===== src/rtl/dbus_ctrl_if.sv =====
// Pipeline-side request/response and data-bus signals of the dbus_ctrl load/store unit.
// master: the controller view; slave: the pipeline plus bus-slave environment view.
interface dbus_ctrl_if #(
    parameter int ADDR_W = 32,
    parameter int DATA_W = 32
);
    localparam int BE_W = DATA_W / 8;

    logic              req_valid;
    logic              req_we;
    logic [1:0]        req_size;
    logic              req_signed;
    logic [ADDR_W-1:0] req_addr;
    logic [DATA_W-1:0] req_wdata;

    logic              stall;
    logic              resp_valid;
    logic [DATA_W-1:0] resp_rdata;
    logic              addr_err;

    logic              bus_req;
    logic              bus_we;
    logic [ADDR_W-1:0] bus_addr;
    logic [BE_W-1:0]   bus_be;
    logic [DATA_W-1:0] bus_wdata;
    logic              bus_ack;
    logic [DATA_W-1:0] bus_rdata;

    modport master (
        input  req_valid, req_we, req_size, req_signed, req_addr, req_wdata,
        input  bus_ack, bus_rdata,
        output stall, resp_valid, resp_rdata, addr_err,
        output bus_req, bus_we, bus_addr, bus_be, bus_wdata
    );

    modport slave (
        output req_valid, req_we, req_size, req_signed, req_addr, req_wdata,
        output bus_ack, bus_rdata,
        input  stall, resp_valid, resp_rdata, addr_err,
        input  bus_req, bus_we, bus_addr, bus_be, bus_wdata
    );
endinterface


===== src/rtl/dbus_ctrl.sv =====
// dbus_ctrl: single-outstanding load/store unit bridging the pipeline to an acked data bus.
// Define DBUS_CTRL_ALIGN_CHECK_EN to trap misaligned and illegal-size requests via addr_err.
module dbus_ctrl #(
    parameter int ADDR_W = 32,
    parameter int DATA_W = 32
) (
    input  logic        clk,
    input  logic        rst,
    dbus_ctrl_if.master dbus,
    output logic [1:0]  dbg_state
);
    localparam int BE_W  = DATA_W / 8;
    localparam int OFF_W = $clog2(BE_W);

    typedef enum logic [1:0] {
        S_IDLE = 2'd0,
        S_BUSY = 2'd1,
        S_DONE = 2'd2
    } state_t;

    state_t            state_q, state_d;
    logic [ADDR_W-1:0] addr_q, addr_d;
    logic              we_q, we_d;
    logic [BE_W-1:0]   be_q, be_d;
    logic [DATA_W-1:0] wdata_q, wdata_d;
    logic [1:0]        size_q, size_d;
    logic              signed_q, signed_d;
    logic [OFF_W-1:0]  off_q, off_d;
    logic [DATA_W-1:0] rdata_q, rdata_d;

    // Request decode (IDLE-cycle view of the pipeline inputs).
    logic [1:0]        size_eff;
    int                acc_bytes;
    logic [OFF_W-1:0]  keep_mask;
    logic [OFF_W-1:0]  req_off;
    logic [BE_W-1:0]   size_mask;
    logic [BE_W-1:0]   req_be;
    logic [DATA_W-1:0] req_wdata_rep;
    logic              legal;

    always_comb begin
        size_eff = dbus.req_size;
        if (DATA_W == 32 && dbus.req_size == 2'b11) begin
            size_eff = 2'b10;
        end
        acc_bytes = 1 << size_eff;
        // Offset bits below the access size are forced to zero.
        for (int i = 0; i < OFF_W; i++) begin
            keep_mask[i] = ((1 << i) >= acc_bytes);
        end
        req_off = dbus.req_addr[OFF_W-1:0] & keep_mask;
        for (int i = 0; i < BE_W; i++) begin
            size_mask[i] = (i < acc_bytes);
        end
        req_be = size_mask << req_off;
        case (size_eff)
            2'b00:   req_wdata_rep = {BE_W{dbus.req_wdata[7:0]}};
            2'b01:   req_wdata_rep = {(BE_W / 2){dbus.req_wdata[15:0]}};
            2'b10:   req_wdata_rep = {(DATA_W / 32){dbus.req_wdata[31:0]}};
            default: req_wdata_rep = dbus.req_wdata;
        endcase
`ifdef DBUS_CTRL_ALIGN_CHECK_EN
        legal = ((dbus.req_addr[OFF_W-1:0] & ~keep_mask) == '0) &&
                !(DATA_W == 32 && dbus.req_size == 2'b11);
`else
        legal = 1'b1;
`endif
    end

    // Load extraction: lane-shift, then sign/zero extend from the access width.
    logic [DATA_W-1:0] rd_shift;
    logic [DATA_W-1:0] rd_mask;
    logic [DATA_W-1:0] rd_ext;
    logic              rd_sign;
    int                rd_bits;

    always_comb begin
        rd_shift = dbus.bus_rdata >> {off_q, 3'b000};
        rd_bits  = 8 << size_q;
        for (int i = 0; i < DATA_W; i++) begin
            rd_mask[i] = (i < rd_bits);
        end
        case (size_q)
            2'b00:   rd_sign = rd_shift[7];
            2'b01:   rd_sign = rd_shift[15];
            default: rd_sign = rd_shift[31];
        endcase
        if (signed_q && rd_sign) begin
            rd_ext = rd_shift | ~rd_mask;
        end else begin
            rd_ext = rd_shift & rd_mask;
        end
    end

    // Handshake: a request is taken on the edge where the FSM is IDLE, req_valid is 1 and the
    // request is legal; stall holds the pipeline from that cycle until the DONE cycle.
    always_comb begin
        state_d  = state_q;
        addr_d   = addr_q;
        we_d     = we_q;
        be_d     = be_q;
        wdata_d  = wdata_q;
        size_d   = size_q;
        signed_d = signed_q;
        off_d    = off_q;
        rdata_d  = rdata_q;
        case (state_q)
            S_IDLE: begin
                if (dbus.req_valid && legal) begin
                    addr_d   = {dbus.req_addr[ADDR_W-1:OFF_W], {OFF_W{1'b0}}};
                    we_d     = dbus.req_we;
                    be_d     = req_be;
                    wdata_d  = req_wdata_rep;
                    size_d   = size_eff;
                    signed_d = dbus.req_signed;
                    off_d    = req_off;
                    state_d  = S_BUSY;
                end
            end
            S_BUSY: begin
                if (dbus.bus_ack) begin
                    rdata_d = we_q ? '0 : rd_ext;
                    state_d = S_DONE;
                end
            end
            S_DONE: begin
                state_d = S_IDLE;
            end
            default: begin
                state_d = S_IDLE;
            end
        endcase
    end

    always_ff @(posedge clk) begin
        if (rst) begin
            state_q  <= S_IDLE;
            addr_q   <= '0;
            we_q     <= 1'b0;
            be_q     <= '0;
            wdata_q  <= '0;
            size_q   <= 2'b00;
            signed_q <= 1'b0;
            off_q    <= '0;
            rdata_q  <= '0;
        end else begin
            state_q  <= state_d;
            addr_q   <= addr_d;
            we_q     <= we_d;
            be_q     <= be_d;
            wdata_q  <= wdata_d;
            size_q   <= size_d;
            signed_q <= signed_d;
            off_q    <= off_d;
            rdata_q  <= rdata_d;
        end
    end

    logic in_idle;
    logic in_busy;
    logic in_done;

    // Outputs are gated by rst so they read zero while reset is held, not only after it.
    assign in_idle = !rst && (state_q == S_IDLE);
    assign in_busy = !rst && (state_q == S_BUSY);
    assign in_done = !rst && (state_q == S_DONE);

    assign dbus.stall      = (in_idle && dbus.req_valid && legal) || in_busy;
    assign dbus.resp_valid = in_done;
    assign dbus.resp_rdata = rst ? '0 : rdata_q;
`ifdef DBUS_CTRL_ALIGN_CHECK_EN
    assign dbus.addr_err   = in_idle && dbus.req_valid && !legal;
`else
    assign dbus.addr_err   = 1'b0;
`endif
    assign dbus.bus_req    = in_busy;
    assign dbus.bus_we     = in_busy && we_q;
    assign dbus.bus_addr   = in_busy ? addr_q : '0;
    assign dbus.bus_be     = in_busy ? be_q : '0;
    assign dbus.bus_wdata  = in_busy ? wdata_q : '0;

    assign dbg_state = state_q;
endmodule


===== src/flat_wrapper.sv =====
// flat-port wrapper written by rule: the top's interface ports become plain ports
module dbus_ctrl_flat 
#(
    parameter int ADDR_W = 32,
    parameter int DATA_W = 32
)
  (clk, rst, dbg_state, dbus_req_valid, dbus_req_we, dbus_req_size, dbus_req_signed, dbus_req_addr, dbus_req_wdata, dbus_bus_ack, dbus_bus_rdata, dbus_stall, dbus_resp_valid, dbus_resp_rdata, dbus_addr_err, dbus_bus_req, dbus_bus_we, dbus_bus_addr, dbus_bus_be, dbus_bus_wdata);
  dbus_ctrl_if #(.ADDR_W(ADDR_W), .DATA_W(DATA_W)) dbus_i ();
  input  logic clk;
  input  logic rst;
  output logic [1:0] dbg_state;
  input wire logic [$bits(dbus_i.req_valid)-1:0] dbus_req_valid;
  input wire logic [$bits(dbus_i.req_we)-1:0] dbus_req_we;
  input wire logic [$bits(dbus_i.req_size)-1:0] dbus_req_size;
  input wire logic [$bits(dbus_i.req_signed)-1:0] dbus_req_signed;
  input wire logic [$bits(dbus_i.req_addr)-1:0] dbus_req_addr;
  input wire logic [$bits(dbus_i.req_wdata)-1:0] dbus_req_wdata;
  input wire logic [$bits(dbus_i.bus_ack)-1:0] dbus_bus_ack;
  input wire logic [$bits(dbus_i.bus_rdata)-1:0] dbus_bus_rdata;
  output wire logic [$bits(dbus_i.stall)-1:0] dbus_stall;
  output wire logic [$bits(dbus_i.resp_valid)-1:0] dbus_resp_valid;
  output wire logic [$bits(dbus_i.resp_rdata)-1:0] dbus_resp_rdata;
  output wire logic [$bits(dbus_i.addr_err)-1:0] dbus_addr_err;
  output wire logic [$bits(dbus_i.bus_req)-1:0] dbus_bus_req;
  output wire logic [$bits(dbus_i.bus_we)-1:0] dbus_bus_we;
  output wire logic [$bits(dbus_i.bus_addr)-1:0] dbus_bus_addr;
  output wire logic [$bits(dbus_i.bus_be)-1:0] dbus_bus_be;
  output wire logic [$bits(dbus_i.bus_wdata)-1:0] dbus_bus_wdata;
  assign dbus_i.req_valid = dbus_req_valid;
  assign dbus_i.req_we = dbus_req_we;
  assign dbus_i.req_size = dbus_req_size;
  assign dbus_i.req_signed = dbus_req_signed;
  assign dbus_i.req_addr = dbus_req_addr;
  assign dbus_i.req_wdata = dbus_req_wdata;
  assign dbus_i.bus_ack = dbus_bus_ack;
  assign dbus_i.bus_rdata = dbus_bus_rdata;
  assign dbus_stall = dbus_i.stall;
  assign dbus_resp_valid = dbus_i.resp_valid;
  assign dbus_resp_rdata = dbus_i.resp_rdata;
  assign dbus_addr_err = dbus_i.addr_err;
  assign dbus_bus_req = dbus_i.bus_req;
  assign dbus_bus_we = dbus_i.bus_we;
  assign dbus_bus_addr = dbus_i.bus_addr;
  assign dbus_bus_be = dbus_i.bus_be;
  assign dbus_bus_wdata = dbus_i.bus_wdata;
  dbus_ctrl #(.ADDR_W(ADDR_W), .DATA_W(DATA_W)) u_core (.clk(clk), .rst(rst), .dbus(dbus_i), .dbg_state(dbg_state));
endmodule

===== config.mk =====
export PLATFORM = sky130hd
export DESIGN_NAME = dbus_ctrl_flat
export DESIGN_NICKNAME = d
export VERILOG_FILES = /design/src/rtl/dbus_ctrl_if.sv /design/src/rtl/dbus_ctrl.sv /design/src/flat_wrapper.sv
export SDC_FILE = /design/constraint.sdc
export NUM_CORES = 1
export LEC_CHECK = 0
export CAP_MARGIN = 40
export CORE_MARGIN = 5
export CORE_UTILIZATION = 39
export DETAILED_ROUTE_END_ITERATION = 10
export MAX_ROUTING_LAYER = met4
export PLACE_DENSITY = 0.81
export REMOVE_ABC_BUFFERS = 1
export SETUP_SLACK_MARGIN = 0.5
export SYNTH_ARGS = -nofsm -noshare
export SYNTH_HDL_FRONTEND = slang
export SYNTH_SLANG_ARGS = --single-unit

===== constraint.sdc =====
create_clock -name clk -period 2.05 [get_ports clk]
set_input_delay 0.41 -clock clk [delete_from_list [all_inputs] [get_ports clk]]
set_output_delay 0.41 -clock clk [all_outputs]
set_load 0.01 [all_outputs]

==> summary.txt <==
Setup path
  • Bufs and invs on worst path: 4
  • Sort of element at the end of the critical path: primary output
  • Data required time of the critical path: 1.64 ns
  • Stage delay of the slowest cell on the critical path: 0.42 ns
  • Critical path class: reg2out
  • Critical Path Start Type: flip-flop
  • Worst EP arrival: 1.71 ns
  • Worst-path maximum fanout: 8
  • Cell breakdown of the critical path: or3b_4 -> clkinv_8 -> buf_12 -> buf_16 -> and2_4 -> buf_6
  • Worst path slowest cell: sky130_fd_sc_hd__or3b_4
  • Cell family with the largest share of critical-path delay: simple AND/OR/NAND/NOR gates

Clock tree
  • Clock buffer depth: 2
  • Number of CTS-inserted buffers: 9
  • # H-tree levels: 3
  • Clk Tree Root Cell: sky130_fd_sc_hd__clkbuf_16
  • Clock net sink count: 106
  • Total of hold buffers inserted after clock tree synthesis: 0
  • Clk pin slew, worst setup/hold paths: 0.07 ns
  • CTS tree: done
  • Latest clock arrival within the worst-skew pair: 0.35 ns

Floorplanning
  • Floorplan row count: 42
  • Die width: 125 µm
  • Area of the die: 15,700 µm²
  • Standard cell core area: 13,100 µm²
  • Number of top-level design ports: 211
  • Effective utilization at floorplan: 39.6%
  • Vertical die dimension: 125 µm

Power and ir drop
  • Cell internal power dissipation: 4.00 mW
  • Share of total power in sequential cells: 40.4%
  • Leakage power total: 4.23 nW
  • Maximum ir drop on the vdd rail: 0.419 mV
  • Net Sw Frac: 29.5%
  • P per Cell Area: 568 nW/µm²
  • Switching power: 1.68 mW
  • Post-layout power: 5.68 mW
  • Combinational group share of total power: 28.3%
  • Clock share of power: 31.3%

Synth
  • Average size of a mapped cell: 7.85 µm²
  • Synth Register Bits: 106
  • Yosys warning count: 0
  • Cell Area, Synth: 5200 µm²
  • Number of distinct library cells after synthesis: 42
  • Gate count of the mapped netlist: 663
  • Proportion of synthesized chip area in sequential cells: 40.8%

Cells and area
  • Fraction of layout cells with a size suffix above 1: 50.2%
  • Net total in the final layout: 1,021
  • Signed area change from the synthesized netlist to the final layout: 92.3%
  • Most used cells in the layout excluding fill and tap cells: sky130_fd_sc_hd__dfxtp_1 (103), sky130_fd_sc_hd__clkdlybuf4s50_1 (98), sky130_fd_sc_hd__nand2_1 (79)
  • Most common library cell in the layout ignoring fill and taps: sky130_fd_sc_hd__dfxtp_1

Detailed routing
  • Final WL: 23,100 µm
  • Mean number of vias per cell: 5.39
  • Residual DRC count: 0
  • First-pass DRT Iterations: 7
  • Routed len/inst: 21.0 µm
  • Drt first-iter violations: 344
  • Vias: 5,931
  • Number of nets with antenna violations after detailed routing: 0

STA
  • Post-layout minimum cycle time: 2.12 ns
  • RSZ-0062 raised after global routing: true
  • Final setup viols: 39
  • Final clock period utilization by the worst path: 103%
  • Number of max-slew violations in the final report: 0
  • Final hold slack: 0.469 ns
  • Maximum clock skew at final layout: 0.00808 ns
  • Final worst setup slack: -0.0662 ns
  • Final Hold Fails: 0
  • Slew headroom: 44.7%
  • Slew at the pin closest to its max-slew limit: 0.830 ns
  • Upper clock frequency limit: 473 MHz

Placed design
  • Number of buffers added on ports: 207
  • Post-DP HPWL: 11,600 µm
  • Routability congestion estimate: 0.875
  • Worst setup slack before clock tree synthesis: -0.397 ns

Hold path
  • Class of the tightest hold or removal check: reg2reg

Status
  • Failing checks: setup timing
  • Outcome: finished with violations

GRT
  • Initial antenna violation count: 3
  • GRT Residual Overflow: 0
  • Global-route usage over all layers: 24.6%
  • Largest net degree at the start of global routing: 51
  • Via count of the first global-routing pass: 5,526
  • Wire length of the first global-routing pass: 30,100 µm

Job
  • Max_cap viols: 0
-- synthesized netlist by cell type --
cell	n	area, µm²
sky130_fd_sc_hd__nor3_1	2	10.0
sky130_fd_sc_hd__buf_1	2	7.51
sky130_fd_sc_hd__and3b_1	1	8.76
sky130_fd_sc_hd__o21ai_0	34	170
sky130_fd_sc_hd__o2111a_1	1	11.3
sky130_fd_sc_hd__clkbuf_2	1	5.00
sky130_fd_sc_hd__dfxtp_1	106	2120
sky130_fd_sc_hd__or3b_2	1	8.76
sky130_fd_sc_hd__nor4_4	1	21.3
sky130_fd_sc_hd__a21oi_1	61	305
sky130_fd_sc_hd__buf_4	3	22.5
sky130_fd_sc_hd__clkinv_1	1	3.75
sky130_fd_sc_hd__o211ai_1	8	60.1
sky130_fd_sc_hd__clkbuf_1	38	143
sky130_fd_sc_hd__inv_1	2	7.51
sky130_fd_sc_hd__or3_4	1	11.3
sky130_fd_sc_hd__inv_2	1	3.75
sky130_fd_sc_hd__a22oi_1	10	75.1
sky130_fd_sc_hd__a211oi_1	16	120
sky130_fd_sc_hd__and2b_1	4	30.0
sky130_fd_sc_hd__mux2i_1	33	330
sky130_fd_sc_hd__o22ai_1	2	12.5
sky130_fd_sc_hd__buf_2	8	40.0
sky130_fd_sc_hd__nand3_1	1	5.00
sky130_fd_sc_hd__conb_1	1	3.75
sky130_fd_sc_hd__a311oi_1	9	78.8
sky130_fd_sc_hd__or3b_1	1	8.76
sky130_fd_sc_hd__nand3b_1	4	30.0
sky130_fd_sc_hd__nor3b_1	3	22.5
sky130_fd_sc_hd__o2111ai_2	1	15.0
sky130_fd_sc_hd__mux4_2	1	22.5
sky130_fd_sc_hd__or2_2	1	6.26
sky130_fd_sc_hd__nand2b_1	4	25.0
sky130_fd_sc_hd__o311ai_0	1	8.76
sky130_fd_sc_hd__nor2b_1	28	175
sky130_fd_sc_hd__buf_6	3	33.8
sky130_fd_sc_hd__mux2_2	7	78.8
sky130_fd_sc_hd__a22o_1	1	8.76
sky130_fd_sc_hd__nor2_1	39	146
sky130_fd_sc_hd__nand2_1	152	571
sky130_fd_sc_hd__and2_1	68	425
sky130_fd_sc_hd__or2_0	1	6.26
-- sequential cells by signal, summed over array words and instances (netlist names) --
register,flops
u_core.signed_q,1
u_core.dbg_state,2
u_core.be_q,4
u_core.addr_q,30
u_core.wdata_q,32
u_core.rdata_q,32
u_core.size_q,2
u_core.off_q,2
u_core.we_q,1
-- cell type report --
type | count | area [µm²]
multi-input cells | 500 | 3930
repair buffers | 296 | 3390
clock inverters | 5 | 63.8
flip-flops and latches | 106 | 2130
diodes | 3 | 7.51
clock buffers | 10 | 229
inverters | 4 | 27.5
fillers | 793 | 3140
well taps | 176 | 220
-- path summary, 6_finish.rpt --
kind                                     startpoint                 end  slack, ns  cells after the start
worst max register to register  u_core.dbg_state[0]   u_core.addr_q[14]       0.05                     11
worst min-delay path             u_core.wdata_q[25]  u_core.wdata_q[25]       0.47                      2
worst min register to register   u_core.wdata_q[25]  u_core.wdata_q[25]       0.47                      2
worst max-delay path            u_core.dbg_state[0]   dbus_bus_addr[31]      -0.07                      6
-- logic make-up (layout without fill, tap and decap cells) --
kind of cell,after synthesis,in the layout,share of synthesized area [%]
AOI/OAI and AO/OA,144,144,16.6
buffers and inverters,59,315,5.12
other,1,6,0.0721
muxes,41,41,8.30
DFF,106,106,40.8
and+or+nand+nor,312,312,29.1
-- tightest hold or removal path, cell delays in order (launching register included) --
cell	delay (ns)
sky130_fd_sc_hd__dfxtp_1	0.33
sky130_fd_sc_hd__nand2_2	0.06
sky130_fd_sc_hd__a21oi_2	0.04
-- timing repair --
item                                    4_1_cts  5_1_grt
gates resized for setup                     513      351
pin swaps                                    57      136
endpoints found under the setup margin      187      202
setup buffers                                20       10
gates cloned                                 19        6
-- metrics by stage --
stage,util [%],std cells,instance area [µm²],setup TNS [ns]
2_1_floorplan,-,610,4960,-241.26
3_3_place_gp,57.7,1027,7580,-23.26
3_5_place_dp,57.7,1027,7580,-23.41
4_1_cts,66.2,1081,8700,-1.12
5_1_grt,76.1,1100,10000,-3.64
6_report,76.1,1100,10000,-1.29
-- per-layer routing --
metal	wire, µm	up-vias	global-route usage [%]
met4	1140	0	11.7
met5	0	-	-
met3	1180	87	4.52
met1	9220	2830	30.2
li1	-	2756	-
met2	11500	258	39.0
-- power groups by stage --
stage	combinational, mW	clock [mW]	sequential (mW)
5_1_grt	1.69	1.87	2.30
2_1_floorplan	0.379	0	2.27
4_1_cts	1.24	1.77	2.24
3_3_place_gp	0.867	0	2.27
6_report	1.61	1.78	2.29
3_5_place_dp	0.877	0	2.28
No activity file was read; power rests on OpenSTA's default activity.
